--- src/rtl/button_panel_pkg.sv ---
// Shared types and sizing helpers for the button panel.
package button_panel_pkg;

  typedef enum logic {
    IDLE = 1'b0,
    BEEP = 1'b1
  } beep_state_t;

  // A counter that must reach value needs $clog2(value+1) bits.
  function automatic int cnt_width(input int value);
    return $clog2(value + 1);
  endfunction

endpackage

--- src/rtl/button_debounce.sv ---
// One button channel: 2-FF synchroniser, counter debouncer, rising-edge strobe.
module button_debounce
  import button_panel_pkg::*;
#(
  parameter int DEBOUNCE_CYCLES = 50000
) (
  input  logic clk,
  input  logic rst,
  input  logic btn_raw,
  output logic stable,
  output logic rise_pulse
);

  localparam int CW = cnt_width(DEBOUNCE_CYCLES);
  localparam logic [CW-1:0] CNT_LAST = CW'(DEBOUNCE_CYCLES - 1);

  logic          meta_q;
  logic          sync_q;
  logic          stable_q;
  logic          stable_prev_q;
  logic          rise_q;
  logic [CW-1:0] cnt_q;

  always_ff @(posedge clk or posedge rst) begin
    if (rst) begin
      meta_q        <= 1'b0;
      sync_q        <= 1'b0;
      stable_q      <= 1'b0;
      stable_prev_q <= 1'b0;
      rise_q        <= 1'b0;
      cnt_q         <= '0;
    end else begin
      meta_q        <= btn_raw;
      sync_q        <= meta_q;
      stable_prev_q <= stable_q;
      rise_q        <= stable_q & ~stable_prev_q;
      // Any agreement with the accepted level restarts the count.
      if (sync_q == stable_q) begin
        cnt_q <= '0;
      end else if (cnt_q == CNT_LAST) begin
        stable_q <= sync_q;
        cnt_q    <= '0;
      end else begin
        cnt_q <= cnt_q + 1'b1;
      end
    end
  end

  assign stable     = stable_q;
  assign rise_pulse = rise_q;

endmodule

--- src/rtl/button_panel.sv ---
// Front-panel block: N debounced buttons, momentary/toggle LEDs, retriggerable beeper.
module button_panel
  import button_panel_pkg::*;
#(
  parameter int               N_BTN            = 5,
  parameter int               DEBOUNCE_CYCLES  = 50000,
  parameter logic [N_BTN-1:0] MODE_MASK        = '0,
  parameter int               TONE_HALF_PERIOD = 32768,
  parameter int               BEEP_CYCLES      = 5000000
) (
  input  logic             clk,
  input  logic             rst,
  input  logic [N_BTN-1:0] btn_in,
  output logic [N_BTN-1:0] led,
  output logic [N_BTN-1:0] press_pulse,
  output logic             buzzer
);

  localparam int TW = cnt_width(BEEP_CYCLES);
  localparam int HW = cnt_width(TONE_HALF_PERIOD);
  localparam logic [TW-1:0] BEEP_LAST = TW'(BEEP_CYCLES - 1);
  localparam logic [HW-1:0] TONE_LAST = HW'(TONE_HALF_PERIOD - 1);

  logic [N_BTN-1:0] stable_w;
  logic [N_BTN-1:0] rise_w;
  logic [N_BTN-1:0] toggle_q;
  logic             any_press;

  beep_state_t      state_q;
  logic [TW-1:0]    timer_q;
  logic [HW-1:0]    tone_q;
  logic             buzzer_q;

  for (genvar i = 0; i < N_BTN; i++) begin : g_chan
    button_debounce #(
      .DEBOUNCE_CYCLES(DEBOUNCE_CYCLES)
    ) u_deb (
      .clk       (clk),
      .rst       (rst),
      .btn_raw   (btn_in[i]),
      .stable    (stable_w[i]),
      .rise_pulse(rise_w[i])
    );
  end

  assign any_press   = |rise_w;
  assign press_pulse = rise_w;

  always_ff @(posedge clk or posedge rst) begin
    if (rst) begin
      toggle_q <= '0;
    end else begin
      toggle_q <= toggle_q ^ rise_w;
    end
  end

  // Momentary channels show the debounced level straight from its register.
  always_comb begin
    led = '0;
    for (int i = 0; i < N_BTN; i++) begin
      led[i] = MODE_MASK[i] ? toggle_q[i] : stable_w[i];
    end
  end

  always_ff @(posedge clk or posedge rst) begin
    if (rst) begin
      state_q  <= IDLE;
      timer_q  <= '0;
      tone_q   <= '0;
      buzzer_q <= 1'b0;
    end else begin
      case (state_q)
        IDLE: begin
          if (any_press) begin
            state_q  <= BEEP;
            timer_q  <= BEEP_LAST;
            tone_q   <= '0;
            buzzer_q <= 1'b1;
          end
        end
        BEEP: begin
          if (tone_q == TONE_LAST) begin
            tone_q   <= '0;
            buzzer_q <= ~buzzer_q;
          end else begin
            tone_q <= tone_q + 1'b1;
          end
          // A retrigger only extends the duration; the tone phase runs on.
          if (any_press) begin
            timer_q <= BEEP_LAST;
          end else if (timer_q == '0) begin
            state_q  <= IDLE;
            tone_q   <= '0;
            buzzer_q <= 1'b0;
          end else begin
            timer_q <= timer_q - 1'b1;
          end
        end
        default: begin
          state_q  <= IDLE;
          buzzer_q <= 1'b0;
        end
      endcase
    end
  end

  assign buzzer = buzzer_q;

endmodule

--- config.mk ---
export PLATFORM = sky130hd
export DESIGN_NAME = button_panel
export DESIGN_NICKNAME = d
export VERILOG_FILES = /design/src/rtl/button_panel_pkg.sv /design/src/rtl/button_debounce.sv /design/src/rtl/button_panel.sv
export SDC_FILE = /design/constraint.sdc
export NUM_CORES = 1
export LEC_CHECK = 0
export CORE_UTILIZATION = 66
export CTS_CLUSTER_DIAMETER = 100
export DETAILED_ROUTE_END_ITERATION = 12
export PLACE_DENSITY = 0.86
export SLEW_MARGIN = 10
export SYNTH_ARGS = -nofsm -noshare
export SYNTH_HDL_FRONTEND = slang
export SYNTH_SLANG_ARGS = --single-unit
--- constraint.sdc ---
create_clock -name clk -period 17 [get_ports clk]
set_clock_uncertainty 0.2 [all_clocks]
set_input_delay 4.25 -clock clk [delete_from_list [all_inputs] [get_ports clk]]
set_output_delay 4.25 -clock clk [all_outputs]
set_load 0.02 [all_outputs]
==> metrics, run 1 <==
EDFF count, synth=0; Worst Path Buf+Inv=1; Yosys warnings=0; Net Switching=between 0.15 and 0.2 mW; DP HPWL=8.44 mm; reg2reg start=timer_q[11]; # IOs=18; Row Count=36; Slew @ Worst Pin=just under 0.9 ns; CP startpoint kind=flop; Setup TNS=0 ns; RSZ-0062 raised after global routing=false; Placed Area=around 7000 um2; largest cells by area after synthesis=dfrtp_1, xnor2_1, xor2_1; Worst path top cell family by delay=buffers and inverters; synth cell count leaders=dfrtp_1, nor2_1, nand3_1; DIE AREA=10800 um2; Worst Hold Depth=0; Die Span Y=about 100 um; Post-Route WL=approximately 14 mm; FFs w/ async S/R, synth=1.00; crit share post-route=0.356; sequential-to-total area share from yosys stat=0.534; top-area cell type share of the netlist area=0.534; Tot Pwr=approximately 0.73 mW; crit path DAT=about 1.6 ns; P&R area growth vs syn=10.9%; number of global-route vias before repair=5042; Flop pwr share=0.487; kind of critical path=reg -> out; DRT antenna net count=0; initial antenna violation count=0; largest net degree at the start of global routing=roughly 90; clk slew on worst S/H paths=0.07 ns; register bit count reported by yosys=roughly 150; final setup vio count=0; Simple-Gate Fraction of Synth Area=0.246; slowest stage delay, CP=0.63 ns; PD cells=96.1 nW/um2; Remaining DRCs=0; hold path start=g_chan[2].u_deb.meta_q; Critical Path Start=g_chan[0].u_deb.stable; drt via density=about 6; synthesized area=between 6000 and 7000 um2; Comb pwr share=0.022; global placer's final weighted congestion=0.844; Post-Syn Instances=slightly below 700; CP Capture Type=output pin; largest family of logic cells by synthesized area=simple AND/OR/NAND/NOR gates; worst skew pair latency=around 0.55 ns; adder-cell area share of the yosys netlist=0.0128; layout cells sized above 1=0.0704; Main synth FF type=dfrtp_1; Worst IR Drop VDD=slightly above 0.08 mV; CTS tree=yes; Routed WL per cell=between 15 and 20 um; Nets=around 700; CTS Buffer Depth=2; mux cell area share after synthesis=0.00823; Antenna diodes=0; # H-tree levels=4; Via Count=between 4000 and 5000; DRT Pass-1 Iters=7; area leader, netlist=dfrtp_1; Port Buffers=17; post-layout util=0.766; Chip Width=~100 um; compound-cell area share of the yosys netlist=0.0534; Post-Syn Nets=between 600 and 700; Clk pwr share=0.491; global-route wire length before repair=~23 mm; clk sinks=between 100 and 150; Max Cap Viol=0; 1st-iter DRT viols=between 200 and 300; Synth Area per Inst=between 10 and 15 um2; root buffer cell=clkbuf_8; Post-CTS Setup Inserts=0; Fmax=0.165 GHz; Post-CTS Resized=0; Max Slew Vio Count=0; Min-Delay Path Class=reg -> reg; switching share of power=0.234; CP Depth=1; CP max stage cell=clkdlybuf4s50_1; Final Hold Fails=0; crit path max fanout=5; post-route cell area=approximately 7600 um2; Num CTS Buffers=17; relative slew slack=0.422; All-Layer GR Usage=0.276; core area=around 10000 um2; crit path cell chain=clkdlybuf4s50_1; top-count cell post-synth=dfrtp_1; R2R depth=5; Overflow after GRT=0; CTS hold repair buffers=0; P_leak=approximately 3.5 nW; status=completed; post-synthesis cell type count=~50; Starting Density=0.690; fin crit period=between 6 and 7 ns; Required @ worst endpoint=between 10 and 15 ns; internal power=between 0.5 and 0.6 mW; xor-xnor portion of the synthesized cell area=0.113
## worst reg2reg max path, cell delays in order, from the launching register on
cell      delay [ns]
dfrtp_1         0.42
nor4_1          0.60
nand4_1         0.53
o311ai_2        0.89
o21ai_0         0.22
a22o_1          0.21
## placed cells by master (no fill, tap or decap), types with 3 or more instances in the layout
master,instances
xor2_1,44
nor4_1,9
mux2_2,5
or3_1,17
a21oi_1,14
xnor2_1,44
inv_1,13
nor2_1,100
clkbuf_16,16
o21ai_0,14
o41ai_1,3
inv_6,7
nor4b_1,4
clkdlybuf4s50_1,17
o21ai_1,5
nor3_1,23
nor3b_1,3
ha_1,7
or4_1,4
nand2_1,43
o211ai_1,6
nand4_1,19
nand3_1,58
nor2b_1,6
dfrtp_1,146
and3_1,28
## through the flow
stage	setup slack (ns)	instances	hold WS (ns)
after global routing	10.88	829	0.170
after detailed placement	10.69	797	0.141
after floorplan	8.63	676	0.131
final	10.94	829	0.154
after CTS	10.92	829	0.155
after global placement	10.74	797	0.136
## cells by family (layout without fill, tap and decap cells)
| group | Yosys count | count (layout) |
|---|---|---|
| AND/OR/NAND/NOR | 330 | 330 |
| multiplexers | 5 | 5 |
| AO/OA/AOI/OAI | 56 | 56 |
| XOR/XNOR | 88 | 88 |
| adder cells (fa/ha/maj) | 7 | 7 |
| flip-flops | 146 | 146 |
| buffers and inverters | 44 | 64 |
## area by class of cell
class                           instances  area [um2]
Tap cell                              133         166
Fill cell                             624        2320
Sequential cell                       146        3650
Clock inverter                         14         143
Clock buffer                           18         428
Timing Repair Buffer                   18         178
Inverter                               14        57.6
Multi-Input combinational cell        486        2960
## sequential cells by signal (all words and copies together), names as in the netlist
register / cells
buzzer: 1
g_chan.u_deb.cnt_q: 80
g_chan.u_deb.rise_pulse: 5
tone_q: 16
timer_q: 23
g_chan.u_deb.meta_q: 5
state_q: 1
g_chan.u_deb.sync_q: 5
g_chan.u_deb.stable: 5
g_chan.u_deb.stable_prev_q: 5
## power by group through the flow
stage / combinational, mW / clock [mW] / sequential [mW]
detailed placement: 0.0165 / 0 / 0.361
global route: 0.0192 / 0.380 / 0.355
global placement: 0.0158 / 0 / 0.361
CTS: 0.0168 / 0.365 / 0.355
finish: 0.0163 / 0.358 / 0.355
floorplan: 0.0117 / 0 / 0.360
## metal layers
metal / GRT usage / routed length [um] / vias up
li1: - / - / 2353
met1: 0.349 / 5800 / 2445
met2: 0.453 / 6880 / 146
met3: 0.0724 / 611 / 33
met4: 0.112 / 252 / 0
met5: 0 / 0 / -
## path summary, 6_finish.rpt
kind,slack [ns],endpoint
worst max-delay path,10.94,led[0]
worst min-delay path,0.15,g_chan[2].u_deb.sync_q
worst max register to register,13.84,tone_q[13]
worst min register to register,0.15,g_chan[2].u_deb.sync_q
max in group asynchronous,11.32,timer_q[5]
min in group asynchronous,4.04,g_chan[3].u_deb.cnt_q[14]
Note: power is estimated with default switching activity, not from simulation.
==> run 2, diff against run 1 <==
--- a/config.mk
+++ b/config.mk
@@ -5,10 +5,10 @@
 export SDC_FILE = /design/constraint.sdc
 export NUM_CORES = 1
 export LEC_CHECK = 0
-export CORE_UTILIZATION = 66
+export CORE_UTILIZATION = 62
 export CTS_CLUSTER_DIAMETER = 100
 export DETAILED_ROUTE_END_ITERATION = 12
-export PLACE_DENSITY = 0.86
+export PLACE_DENSITY = 0.82
 export SLEW_MARGIN = 10
 export SYNTH_ARGS = -nofsm -noshare
 export SYNTH_HDL_FRONTEND = slang
==> constraint.sdc (replaced) <==
create_clock -name clk -period 6.3 [get_ports clk]
set_clock_uncertainty 0.2 [all_clocks]
set_input_delay 1.575 -clock clk [delete_from_list [all_inputs] [get_ports clk]]
set_output_delay 1.575 -clock clk [all_outputs]
set_load 0.02 [all_outputs]
==> metrics, run 2 (same netlist as run 1, synthesis figures left out) <==
Largest register FFs=80; Largest regs=g_chan.u_deb.cnt_q (80), timer_q (23), tone_q (16); core area=around 11000 um2; CP Depth=1; post-layout util=0.725; CTS hold repair buffers=0; kind of critical path=reg -> out; P&R area growth vs syn=11.4%; RSZ-0062 raised after global routing=false; CP Capture Type=output pin; DP HPWL=between 8 and 9 mm; DIE AREA=around 11000 um2; clk sinks=about 150; # H-tree levels=4; Setup TNS=0 ns; Die Span Y=approximately 110 um; 1st-iter DRT viols=336; root buffer cell=clkbuf_8; crit share post-route=0.536; Worst Path Buf+Inv=1; CTS tree=yes; layout cells sized above 1=0.0676; R2R depth=5; Overflow after GRT=0; clk slew on worst S/H paths=around 0.060 ns; DRT Pass-1 Iters=5; Antenna diodes=0; Row Count=37; Post-CTS Resized=0; Num CTS Buffers=17; All-Layer GR Usage=0.251; global-route wire length before repair=~22 mm; PD cells=around 270 nW/um2; CP max stage cell=clkdlybuf4s50_1; most frequent cells in the layout=dfrtp_1, nor2_1, nand3_1; slowest stage delay, CP=0.66 ns; relative slew slack=0.342; # IOs=18; fin crit period=around 3.4 ns; CP startpoint kind=flop; Worst path top cell family by delay=buffers and inverters; Nets=between 600 and 700; Post-Route WL=12.8 mm; Via Count=slightly below 5000; Slew @ Worst Pin=0.987 ns; global placer's final weighted congestion=just over 0.8; Worst Hold Depth=0; worst skew pair latency=between 0.5 and 0.6 ns; crit path cell chain=clkdlybuf4s50_1; Port Buffers=17; Chip Width=107 um; initial antenna violation count=0; Placed Area=roughly 7000 um2; CTS Buffer Depth=2; status=completed; DRT antenna net count=0; largest net degree at the start of global routing=around 110; Routed WL per cell=between 15 and 20 um; Largest Register=g_chan.u_deb.cnt_q; Post-CTS Setup Inserts=0; Worst IR Drop VDD=approximately 0.23 mV; Fmax=between 0.2 and 0.3 GHz; final setup vio count=0; commonest non-fill, non-tap cell in the layout=dfrtp_1; Starting Density=0.651; crit path DAT=between 1.5 and 2 ns; Max Slew Vio Count=0; Remaining DRCs=0; crit path max fanout=5; Filler Cell Count=716; Required @ worst endpoint=between 4 and 5 ns; number of global-route vias before repair=4901; Min-Delay Path Class=reg -> reg; Max Cap Viol=0; post-route cell area=~7600 um2; Final Hold Fails=0; drt via density=5.86; P_leak=3.47 nW
run 2: cell types whose count changed in the layout (fill, tap and decap cells not counted), sizes merged:
cell,before,now
inv,22,17
bufinv,1,3
clkbuf,18,20
clkinv,3,2
clkinvlp,2,3
run 2: path summary, 6_finish.rpt:
path                                        start                        end  slack, ns
setup / recovery           g_chan[0].u_deb.stable                     led[0]       2.92
hold / removal             g_chan[2].u_deb.meta_q     g_chan[2].u_deb.sync_q       0.15
setup reg to reg                      timer_q[11]                 tone_q[13]       3.08
hold reg to reg            g_chan[2].u_deb.meta_q     g_chan[2].u_deb.sync_q       0.15
max in group asynchronous                     rst  g_chan[2].u_deb.cnt_q[11]       3.49
min in group asynchronous                     rst   g_chan[4].u_deb.cnt_q[2]       1.45
run 2: final cells by class:
type	count	area, um2	share of cell area
Tap cell	136	170	0.0223
Multi-Input combinational cell	486	2960	0.389
Clock inverter	11	153	0.0200
Timing Repair Buffer	18	178	0.0233
Inverter	14	57.6	0.00755
Sequential cell	146	3650	0.479
Clock buffer	20	445	0.0585
run 2: routing by layer:
layer | part of all wire | wire (um) | track usage
met4 | 0.022 | 275 | 0.114
met2 | 0.47 | 6040 | 0.398
met5 | 0 | 0 | 0
met1 | 0.46 | 5910 | 0.327
met3 | 0.042 | 540 | 0.0614
run 2: power by group:
| group | total, mW | leakage, nW | internal [mW] | switching [mW] |
|---|---|---|---|---|
| sequential | 0.956 | 2.00 | 0.949 | 0.00740 |
| clock | 1.02 | 0.284 | 0.626 | 0.395 |
| combinational | 0.0434 | 1.18 | 0.0122 | 0.0312 |
| total | 2.02 | 3.47 | 1.59 | 0.433 |
run 2: stage by stage:
stage | hold slack [ns] | cells | setup slack (ns) | power, mW
2_1_floorplan | 0.131 | 676 | 0.602 | 1.00
3_3_place_gp | 0.137 | 800 | 2.86 | 1.02
3_5_place_dp | 0.137 | 800 | 2.82 | 1.02
4_1_cts | 0.150 | 831 | 2.88 | 2.04
5_1_grt | 0.155 | 831 | 2.85 | 2.09
6_report | 0.148 | 831 | 2.92 | 2.02
